$ cat src/rtl/crc_a_ctrl_pkg.sv
// crc_a_ctrl_pkg: shared types and constants for the CRC_A sequencer.
// The optional RX error counter is enabled by defining CRC_A_CTRL_ERR_CNT_EN.
package crc_a_ctrl_pkg;

  typedef enum logic [1:0] {
    ST_IDLE    = 2'd0,
    ST_RX      = 2'd1,
    ST_TX_DATA = 2'd2,
    ST_TX_CRC  = 2'd3
  } crc_a_ctrl_state_e;

  localparam logic [15:0] CRC_A_PRESET    = 16'h6363;
  // x^16 + x^12 + x^5 + 1, bit-reversed because data arrives LSb first
  localparam logic [15:0] CRC_A_POLY_REFL = 16'h8408;
  localparam int          CRC_BITS        = 16;
  localparam int          MIN_RX_BITS     = 16;

  // One bit-serial step of the reflected CRC_A register.
  function automatic logic [15:0] crc_a_step(input logic [15:0] crc, input logic d);
    logic fb;
    fb = crc[0] ^ d;
    crc_a_step = (crc >> 1) ^ (fb ? CRC_A_POLY_REFL : 16'h0000);
  endfunction

endpackage

$ cat src/rtl/crc_a_ctrl_if.sv
// crc_a_ctrl_if: RX bit interface and TX bit streams of the CRC_A sequencer.
//
// Handshake rule for both TX streams: a bit transfers on a rising clock edge
// exactly when valid and ready are both high; valid and data from the source
// stay stable while ready is low, and ready may toggle freely.
interface crc_a_ctrl_if;
  // RX side
  logic       rx_soc;
  logic       rx_eoc;
  logic       rx_data;
  logic       rx_data_valid;
  logic       rx_crc_valid;
  logic       rx_crc_ok;
  logic       rx_dropped;
  logic [7:0] rx_err_count;
  // TX side
  logic       tx_req;
  logic       tx_gnt;
  logic       tx_in_data;
  logic       tx_in_valid;
  logic       tx_in_last;
  logic       tx_in_ready;
  logic       tx_out_data;
  logic       tx_out_valid;
  logic       tx_out_last;
  logic       tx_out_ready;

  // Framing layer side: drives frames in, consumes verdicts and TX output
  modport master (
    output rx_soc, rx_eoc, rx_data, rx_data_valid,
    input  rx_crc_valid, rx_crc_ok, rx_dropped, rx_err_count,
    output tx_req, tx_in_data, tx_in_valid, tx_in_last, tx_out_ready,
    input  tx_gnt, tx_in_ready, tx_out_data, tx_out_valid, tx_out_last
  );

  // Sequencer side
  modport slave (
    input  rx_soc, rx_eoc, rx_data, rx_data_valid,
    output rx_crc_valid, rx_crc_ok, rx_dropped, rx_err_count,
    input  tx_req, tx_in_data, tx_in_valid, tx_in_last, tx_out_ready,
    output tx_gnt, tx_in_ready, tx_out_data, tx_out_valid, tx_out_last
  );
endinterface

$ cat src/rtl/crc_a_ctrl_crc_a.sv
// crc_a: bit-serial ISO/IEC 14443-3A CRC register (preset 0x6363, LSb first).
// start reloads the preset and takes priority over sample.
module crc_a
  import crc_a_ctrl_pkg::*;
(
  input  logic        i_clk,
  input  logic        i_rst_n,
  input  logic        i_start,
  input  logic        i_sample,
  input  logic        i_data,
  output logic [15:0] o_crc
);

  logic [15:0] r_crc;

  // CRC register: preset on reset/start, shift one bit per sample
  always_ff @(posedge i_clk or negedge i_rst_n) begin
    if (!i_rst_n) begin
      r_crc <= CRC_A_PRESET;
    end else if (i_start) begin
      r_crc <= CRC_A_PRESET;
    end else if (i_sample) begin
      r_crc <= crc_a_step(r_crc, i_data);
    end
  end

  assign o_crc = r_crc;

endmodule

$ cat src/rtl/crc_a_ctrl.sv
// crc_a_ctrl: shares one crc_a between RX check and TX generate/append.
// Optional feature macro: CRC_A_CTRL_ERR_CNT_EN (saturating RX CRC error count).
module crc_a_ctrl
  import crc_a_ctrl_pkg::*;
(
  input  logic              clk,
  input  logic              rst,
  crc_a_ctrl_if.slave       bus,
  output crc_a_ctrl_state_e o_dbg_state
);

  crc_a_ctrl_state_e r_state;
  crc_a_ctrl_state_e w_state_nxt;

  logic        w_rst_n;
  logic        w_crc_start;
  logic        w_crc_sample;
  logic        w_crc_data;
  logic [15:0] w_crc;

  logic        w_rx_done;
  logic        w_rx_ok;
  logic        w_drop;

  logic [4:0]  r_bit_cnt;
  logic [3:0]  r_idx;
  logic        r_rx_valid;
  logic        r_rx_ok;
  logic        r_rx_dropped;

  logic        w_tx_in_ready;
  logic        w_tx_out_valid;
  logic        w_tx_out_data;
  logic        w_tx_out_last;

  assign w_rst_n = !rst;

  crc_a u_crc_a (
    .i_clk    (clk),
    .i_rst_n  (w_rst_n),
    .i_start  (w_crc_start),
    .i_sample (w_crc_sample),
    .i_data   (w_crc_data),
    .o_crc    (w_crc)
  );

  // Verdict is valid only when the residue is zero and enough bits arrived
  assign w_rx_ok = (w_crc == 16'h0000) && (r_bit_cnt >= 5'(MIN_RX_BITS));

  // State register
  always_ff @(posedge clk or posedge rst) begin
    if (rst) begin
      r_state <= ST_IDLE;
    end else begin
      r_state <= w_state_nxt;
    end
  end

  // Next state, crc_a control and stream outputs
  always_comb begin
    w_state_nxt    = r_state;
    w_crc_start    = 1'b0;
    w_crc_sample   = 1'b0;
    w_crc_data     = 1'b0;
    w_rx_done      = 1'b0;
    w_drop         = 1'b0;
    w_tx_in_ready  = 1'b0;
    w_tx_out_valid = 1'b0;
    w_tx_out_data  = 1'b0;
    w_tx_out_last  = 1'b0;
    case (r_state)
      ST_IDLE: begin
        // RX wins a tie; tx_req is a level so TX stays pending
        if (bus.rx_soc) begin
          w_state_nxt = ST_RX;
          w_crc_start = 1'b1;
        end else if (bus.tx_req) begin
          w_state_nxt = ST_TX_DATA;
          w_crc_start = 1'b1;
        end
      end
      ST_RX: begin
        w_crc_sample = bus.rx_data_valid;
        w_crc_data   = bus.rx_data;
        if (bus.rx_soc) begin
          w_crc_start = 1'b1;
        end else if (bus.rx_eoc) begin
          w_state_nxt = ST_IDLE;
          w_rx_done   = 1'b1;
        end
      end
      ST_TX_DATA: begin
        w_tx_in_ready  = bus.tx_out_ready;
        w_tx_out_valid = bus.tx_in_valid;
        w_tx_out_data  = bus.tx_in_data;
        w_crc_sample   = bus.tx_in_valid & bus.tx_out_ready;
        w_crc_data     = bus.tx_in_data;
        w_drop         = bus.rx_soc;
        if (bus.tx_in_valid && bus.tx_out_ready && bus.tx_in_last) begin
          w_state_nxt = ST_TX_CRC;
        end
      end
      ST_TX_CRC: begin
        // No samples here, so the CRC register itself holds the value to send
        w_tx_out_valid = 1'b1;
        w_tx_out_data  = w_crc[r_idx];
        w_tx_out_last  = (r_idx == 4'(CRC_BITS - 1));
        w_drop         = bus.rx_soc;
        if (bus.tx_out_ready && (r_idx == 4'(CRC_BITS - 1))) begin
          w_state_nxt = ST_IDLE;
        end
      end
      default: begin
        w_state_nxt = ST_IDLE;
      end
    endcase
  end

  // RX bit counter: cleared on every frame start, saturates at MIN_RX_BITS
  always_ff @(posedge clk or posedge rst) begin
    if (rst) begin
      r_bit_cnt <= 5'd0;
    end else if (w_crc_start) begin
      r_bit_cnt <= 5'd0;
    end else if ((r_state == ST_RX) && bus.rx_data_valid &&
                 (r_bit_cnt < 5'(MIN_RX_BITS))) begin
      r_bit_cnt <= r_bit_cnt + 5'd1;
    end
  end

  // CRC append index: advances per accepted CRC bit, wraps to 0 after bit 15
  always_ff @(posedge clk or posedge rst) begin
    if (rst) begin
      r_idx <= 4'd0;
    end else if (r_state != ST_TX_CRC) begin
      r_idx <= 4'd0;
    end else if (bus.tx_out_ready) begin
      r_idx <= r_idx + 4'd1;
    end
  end

  // RX verdict pulse and held result, plus the dropped-SOC pulse
  always_ff @(posedge clk or posedge rst) begin
    if (rst) begin
      r_rx_valid   <= 1'b0;
      r_rx_ok      <= 1'b0;
      r_rx_dropped <= 1'b0;
    end else begin
      r_rx_valid   <= w_rx_done;
      r_rx_dropped <= w_drop;
      if (w_rx_done) begin
        r_rx_ok <= w_rx_ok;
      end
    end
  end

`ifdef CRC_A_CTRL_ERR_CNT_EN
  logic [7:0] r_err_cnt;

  // Failure count updates together with the verdict it counts
  always_ff @(posedge clk or posedge rst) begin
    if (rst) begin
      r_err_cnt <= 8'd0;
    end else if (w_rx_done && !w_rx_ok && (r_err_cnt != 8'hFF)) begin
      r_err_cnt <= r_err_cnt + 8'd1;
    end
  end

  assign bus.rx_err_count = r_err_cnt;
`else
  assign bus.rx_err_count = 8'd0;
`endif

  assign bus.rx_crc_valid = r_rx_valid;
  assign bus.rx_crc_ok    = r_rx_ok;
  assign bus.rx_dropped   = r_rx_dropped;
  assign bus.tx_gnt       = (r_state == ST_TX_DATA) || (r_state == ST_TX_CRC);
  assign bus.tx_in_ready  = w_tx_in_ready;
  assign bus.tx_out_valid = w_tx_out_valid;
  assign bus.tx_out_data  = w_tx_out_data;
  assign bus.tx_out_last  = w_tx_out_last;
  assign o_dbg_state      = r_state;

endmodule

$ cat src/flat_wrapper.sv
// flat-port wrapper written by rule: the top's interface ports become plain ports
module crc_a_ctrl_flat import crc_a_ctrl_pkg::*;
  (clk, rst, o_dbg_state, bus_rx_soc, bus_rx_eoc, bus_rx_data, bus_rx_data_valid, bus_rx_crc_valid, bus_rx_crc_ok, bus_rx_dropped, bus_rx_err_count, bus_tx_req, bus_tx_in_data, bus_tx_in_valid, bus_tx_in_last, bus_tx_out_ready, bus_tx_gnt, bus_tx_in_ready, bus_tx_out_data, bus_tx_out_valid, bus_tx_out_last);
  crc_a_ctrl_if bus_i ();
  input  logic clk;
  input  logic rst;
  output crc_a_ctrl_state_e o_dbg_state;
  input wire logic [$bits(bus_i.rx_soc)-1:0] bus_rx_soc;
  input wire logic [$bits(bus_i.rx_eoc)-1:0] bus_rx_eoc;
  input wire logic [$bits(bus_i.rx_data)-1:0] bus_rx_data;
  input wire logic [$bits(bus_i.rx_data_valid)-1:0] bus_rx_data_valid;
  output wire logic [$bits(bus_i.rx_crc_valid)-1:0] bus_rx_crc_valid;
  output wire logic [$bits(bus_i.rx_crc_ok)-1:0] bus_rx_crc_ok;
  output wire logic [$bits(bus_i.rx_dropped)-1:0] bus_rx_dropped;
  output wire logic [$bits(bus_i.rx_err_count)-1:0] bus_rx_err_count;
  input wire logic [$bits(bus_i.tx_req)-1:0] bus_tx_req;
  input wire logic [$bits(bus_i.tx_in_data)-1:0] bus_tx_in_data;
  input wire logic [$bits(bus_i.tx_in_valid)-1:0] bus_tx_in_valid;
  input wire logic [$bits(bus_i.tx_in_last)-1:0] bus_tx_in_last;
  input wire logic [$bits(bus_i.tx_out_ready)-1:0] bus_tx_out_ready;
  output wire logic [$bits(bus_i.tx_gnt)-1:0] bus_tx_gnt;
  output wire logic [$bits(bus_i.tx_in_ready)-1:0] bus_tx_in_ready;
  output wire logic [$bits(bus_i.tx_out_data)-1:0] bus_tx_out_data;
  output wire logic [$bits(bus_i.tx_out_valid)-1:0] bus_tx_out_valid;
  output wire logic [$bits(bus_i.tx_out_last)-1:0] bus_tx_out_last;
  assign bus_i.rx_soc = bus_rx_soc;
  assign bus_i.rx_eoc = bus_rx_eoc;
  assign bus_i.rx_data = bus_rx_data;
  assign bus_i.rx_data_valid = bus_rx_data_valid;
  assign bus_rx_crc_valid = bus_i.rx_crc_valid;
  assign bus_rx_crc_ok = bus_i.rx_crc_ok;
  assign bus_rx_dropped = bus_i.rx_dropped;
  assign bus_rx_err_count = bus_i.rx_err_count;
  assign bus_i.tx_req = bus_tx_req;
  assign bus_i.tx_in_data = bus_tx_in_data;
  assign bus_i.tx_in_valid = bus_tx_in_valid;
  assign bus_i.tx_in_last = bus_tx_in_last;
  assign bus_i.tx_out_ready = bus_tx_out_ready;
  assign bus_tx_gnt = bus_i.tx_gnt;
  assign bus_tx_in_ready = bus_i.tx_in_ready;
  assign bus_tx_out_data = bus_i.tx_out_data;
  assign bus_tx_out_valid = bus_i.tx_out_valid;
  assign bus_tx_out_last = bus_i.tx_out_last;
  crc_a_ctrl u_core (.clk(clk), .rst(rst), .bus(bus_i), .o_dbg_state(o_dbg_state));
endmodule
$ cat config.mk
export PLATFORM = sky130hd
export DESIGN_NAME = crc_a_ctrl_flat
export DESIGN_NICKNAME = d
export VERILOG_FILES = /design/src/rtl/crc_a_ctrl_pkg.sv /design/src/rtl/crc_a_ctrl_if.sv /design/src/rtl/crc_a_ctrl_crc_a.sv /design/src/rtl/crc_a_ctrl.sv /design/src/flat_wrapper.sv
export SDC_FILE = /design/constraint.sdc
export NUM_CORES = 1
export LEC_CHECK = 0
export ABC_AREA = 1
export CAP_MARGIN = 15
export CORE_UTILIZATION = 40
export CTS_CLUSTER_SIZE = 14
export DETAILED_ROUTE_END_ITERATION = 8
export GPL_TIMING_DRIVEN = 0
export PLACE_DENSITY = 0.62
export SLEW_MARGIN = 20
export SYNTH_ARGS = -nofsm -noshare
export SYNTH_HDL_FRONTEND = slang
export SYNTH_SLANG_ARGS = --single-unit
$ cat constraint.sdc
create_clock -name clk -period 2.5 [get_ports clk]
set_input_delay 0.25 -clock clk [delete_from_list [all_inputs] [get_ports clk]]
set_output_delay 0.25 -clock clk [all_outputs]
set_load 0.005 [all_outputs]
==> metrics.log <==
INFO  metric cell_area_synth = 1760 sq um
INFO  metric holdBufCountCts = 0
INFO  metric yosys.area_share.simple = 27.7%
INFO  metric final_period_minus_worst_setup_slack = 2140 ps
INFO  metric cts-buffers-inserted = 5
INFO  metric drt_first_pass_iters = 4
INFO  metric initial_core_util = 42.7%
INFO  metric launch_point_of_the_worst_reg_to_reg_path = u_core.o_dbg_state[0]
INFO  metric area.growth.synth_to_final = 21.1%
INFO  metric viasPerCell = 4.98
INFO  metric timing.critical_path.depth = 5
INFO  metric synthDistinctLibCells = 30
INFO  metric via_count_of_the_first_global_routing_pass = 1,386
INFO  metric post_route_cells_drive_above_1_share = 15.8%
INFO  metric worst_hold_slack = 284 ps
INFO  metric timing_max_transition_violations_final = 0
INFO  metric rsz0062_at_grt = false
INFO  metric setup-violations-final = 0
INFO  metric critical_path.top_delay_family = buffers and inverters
INFO  metric portBuffers = 19
INFO  metric rows = 23
INFO  metric die_y = 68.2 microns
INFO  metric totalWireLength = 3.75 mm
INFO  metric cts-resized-gates = 0
INFO  metric grt_use_total = 18.2%
INFO  metric leakagePower = 0.00104 uW
INFO  metric worst_slew_pin_slew = 637 ps
INFO  metric critical_path.max_stage_delay = 510 ps
INFO  metric timing_worst_setup_path_type = reg2out
INFO  metric die_w = 68.2 microns
INFO  metric worstPathCellList = inv_1, ha_1, nand2_1, nand3_1, clkdlybuf4s50_1
INFO  metric detailroute.via_count = 1,509
INFO  metric overflow = 0
INFO  metric worst-r2r-cell-count = 9
INFO  metric fmax = 467 MHz
INFO  metric slowest_stage = sky130_fd_sc_hd__clkdlybuf4s50_1
INFO  metric design.final.nets = 269
INFO  metric synth.yosys.seq_area_share = 43.3%
INFO  metric vdd_drop_max = 0.375 mV
INFO  metric rr_endpoint = u_core.u_crc_a.o_crc[3]
INFO  metric wl_met2 = 1.72 mm
INFO  metric post-cts-setup-buffer-count = 0
INFO  metric path_buf_inv = 2
INFO  metric clkSinkCount = 30
INFO  metric dr.max_layer_used = met4
INFO  metric root_buffer = sky130_fd_sc_hd__clkbuf_8
INFO  metric clock_latency_on_the_worst_skew_pair = 270 ps
INFO  metric crit_start = u_core.o_dbg_state[0]
INFO  metric cellPowerDensity = 884 nW/um^2
INFO  metric insertedDiodeCount = 0
INFO  metric synth_mux_area_share = 0%
INFO  metric final_antenna_net_count = 0
INFO  metric tritoncts = built
INFO  metric multi_input_area = 796 sq um
INFO  metric cap_viol_max_count = 0
INFO  metric met1Wirelength = 1.81 mm
INFO  metric route.detailed.wl_per_inst = 12.4 microns
INFO  metric synthesis.yosys.warnings = 0
INFO  metric routability_cong = 0.851
INFO  metric grt_pass1_wl = 6.25 mm
INFO  metric critical_path_arrival = 1890 ps
INFO  metric slew_headroom = 57.5%
INFO  metric xor_and_xnor_fraction_of_the_mapped_netlist_area = 1.50%
INFO  metric die_area = 4660 sq um
INFO  metric synth-compound-area-share = 10.2%
INFO  metric htree_levels = 2
INFO  metric ff_latch_area = 761 sq um
INFO  metric critical_path_required = 2250 ps
INFO  metric startpoint_type = flop
INFO  metric outcome = finished clean
INFO  metric fillerInstances = 400
INFO  metric postSynthCellCount = 219
INFO  metric worst-r2r-setup-slack = 870 ps
INFO  metric timing.critical_path.to = bus_tx_out_data
INFO  metric postSynthRegisterBits = 30
INFO  metric ports = 29
INFO  metric setup.worst_path.end_class = primary output
INFO  metric pin_count_of_the_biggest_net_entering_global_routing = 31
INFO  metric worst_clock_skew = 3.15 ps
INFO  metric initialDrtViolationCount = 89
INFO  metric tns = 0 ps
INFO  metric core_area = 4120 sq um
INFO  metric hold_viol = 0
INFO  metric worst-path-max-fanout = 7
INFO  metric min_period_over_period = 85.6%
INFO  metric place.detailed.hpwl = 2.78 mm
INFO  metric avgSynthCellArea = 8.02 sq um
INFO  metric grt_antenna_before_repair = 0
INFO  metric met3_wirelength = 187 microns
INFO  metric post_synth_fa_ha_maj_area_fraction = 4.28%
INFO  metric worst_hold_path_type = in2reg
INFO  metric cts.reportedPaths.clkPinSlew = 70 ps
INFO  metric number_of_remaining_drc_errors = 0
INFO  metric synth_top_family_by_area = simple AND/OR/NAND/NOR gates
INFO  metric cts_buffer_depth = 2
-- cells in the final DEF, fill, tap and decap left out, types with 3 or more instances in the layout --
cell / n
sky130_fd_sc_hd__a21oi_1: 5
sky130_fd_sc_hd__a22oi_1: 8
sky130_fd_sc_hd__buf_4: 9
sky130_fd_sc_hd__clkbuf_8: 6
sky130_fd_sc_hd__clkdlybuf4s50_1: 19
sky130_fd_sc_hd__conb_1: 8
sky130_fd_sc_hd__dfrtp_1: 22
sky130_fd_sc_hd__dfstp_2: 8
sky130_fd_sc_hd__ha_1: 6
sky130_fd_sc_hd__inv_1: 32
sky130_fd_sc_hd__inv_2: 4
sky130_fd_sc_hd__nand2_1: 53
sky130_fd_sc_hd__nand3_1: 29
sky130_fd_sc_hd__nand3_2: 3
sky130_fd_sc_hd__nand4_1: 3
sky130_fd_sc_hd__nor2_1: 3
sky130_fd_sc_hd__nor3_1: 3
sky130_fd_sc_hd__o21ai_0: 8
sky130_fd_sc_hd__o22ai_1: 6
-- synthesized netlist by cell type, drive strengths merged --
| library cell | instances | area (sq um) |
|---|---|---|
| nor4 | 1 | 6.26 |
| dfstp | 8 | 210 |
| ha | 6 | 75.1 |
| a22oi | 8 | 60.1 |
| nor2 | 4 | 22.5 |
| nand3b | 1 | 7.51 |
| buf | 11 | 83.8 |
| or2 | 1 | 6.26 |
| conb | 1 | 3.75 |
| xnor2 | 1 | 8.76 |
| nand4 | 3 | 18.8 |
| nand2 | 57 | 234 |
| dfrtp | 22 | 551 |
| o21ai | 9 | 48.8 |
| inv | 37 | 141 |
| o22ai | 6 | 37.5 |
| a21oi | 5 | 25.0 |
| o31ai | 1 | 7.51 |
| nor3 | 3 | 15.0 |
| nand3 | 32 | 175 |
| xor2 | 2 | 17.5 |
-- logic make-up after synthesis --
logic type | Yosys count
DFF | 30
buffers and inverters | 48
xor gates and xnor gates | 3
and+or+nand+nor | 102
other | 1
AOI/OAI and AO/OA | 29
adders and majority gates | 6
-- worst reg2reg max path: cells and delay by family, from the launching register on --
kind / cells / cell delay, ps
fa+ha+maj: 1 / 300
buf+inv: 1 / 120
simple gates: 7 / 680
flops: 1 / 420
-- metrics by stage --
stage	worst slack [ps]	cells	total power, uW	instance area [sq um]	utilization [%]
2_1_floorplan	1120	226	1230	1780	-
3_3_place_gp	660	295	1480	2030	49.4
3_5_place_dp	673	295	1490	2030	49.4
4_1_cts	359	303	1900	2130	51.7
5_1_grt	218	303	2030	2130	51.7
6_report	359	303	1880	2130	51.7
-- final cells by class --
class / count / share of cell area (%)
inverter: 37 / 6.65
tap: 50 / 2.94
timing repair buffer: 19 / 8.95
buffer: 11 / 3.94
multi-input combinational: 148 / 37.4
clock buffer: 7 / 4.06
sequential: 30 / 35.8
clock inverter: 1 / 0.235
-- worst min path at each step --
stage	cells past startpoint	from	to
detailed placement	2	u_core.bus.rx_crc_ok	u_core.bus.rx_crc_ok
floorplan	1	rst	u_core.bus.rx_crc_ok
global placement	2	u_core.bus.rx_crc_ok	u_core.bus.rx_crc_ok
global route	3	bus_tx_out_ready	u_core.r_idx[0]
finish	3	bus_tx_out_ready	u_core.r_idx[1]
CTS	3	bus_tx_out_ready	u_core.r_idx[1]
-- where the power goes --
group | internal (uW) | total [uW] | switching, uW
Combinational | 303 | 799 | 497
Sequential | 619 | 680 | 60.7
Clock | 222 | 400 | 178
Total | 1140 | 1880 | 736
-- per-layer routing --
| metal | up-vias | GRT usage (%) |
|---|---|---|
| met2 | 38 | 27.5 |
| met1 | 701 | 24.6 |
| met4 | 0 | 7.29 |
| met3 | 4 | 4.83 |
| met5 | - | 0 |
| li1 | 766 | - |
-- registers in the layout, summed over array words and instances (netlist names) --
name / cells
u_core.u_crc_a.o_crc: 16
u_core.o_dbg_state: 2
u_core.bus.rx_crc_valid: 1
u_core.r_bit_cnt: 5
u_core.r_idx: 4
u_core.bus.rx_dropped: 1
u_core.bus.rx_crc_ok: 1
Power figures use the tool's default switching activity.
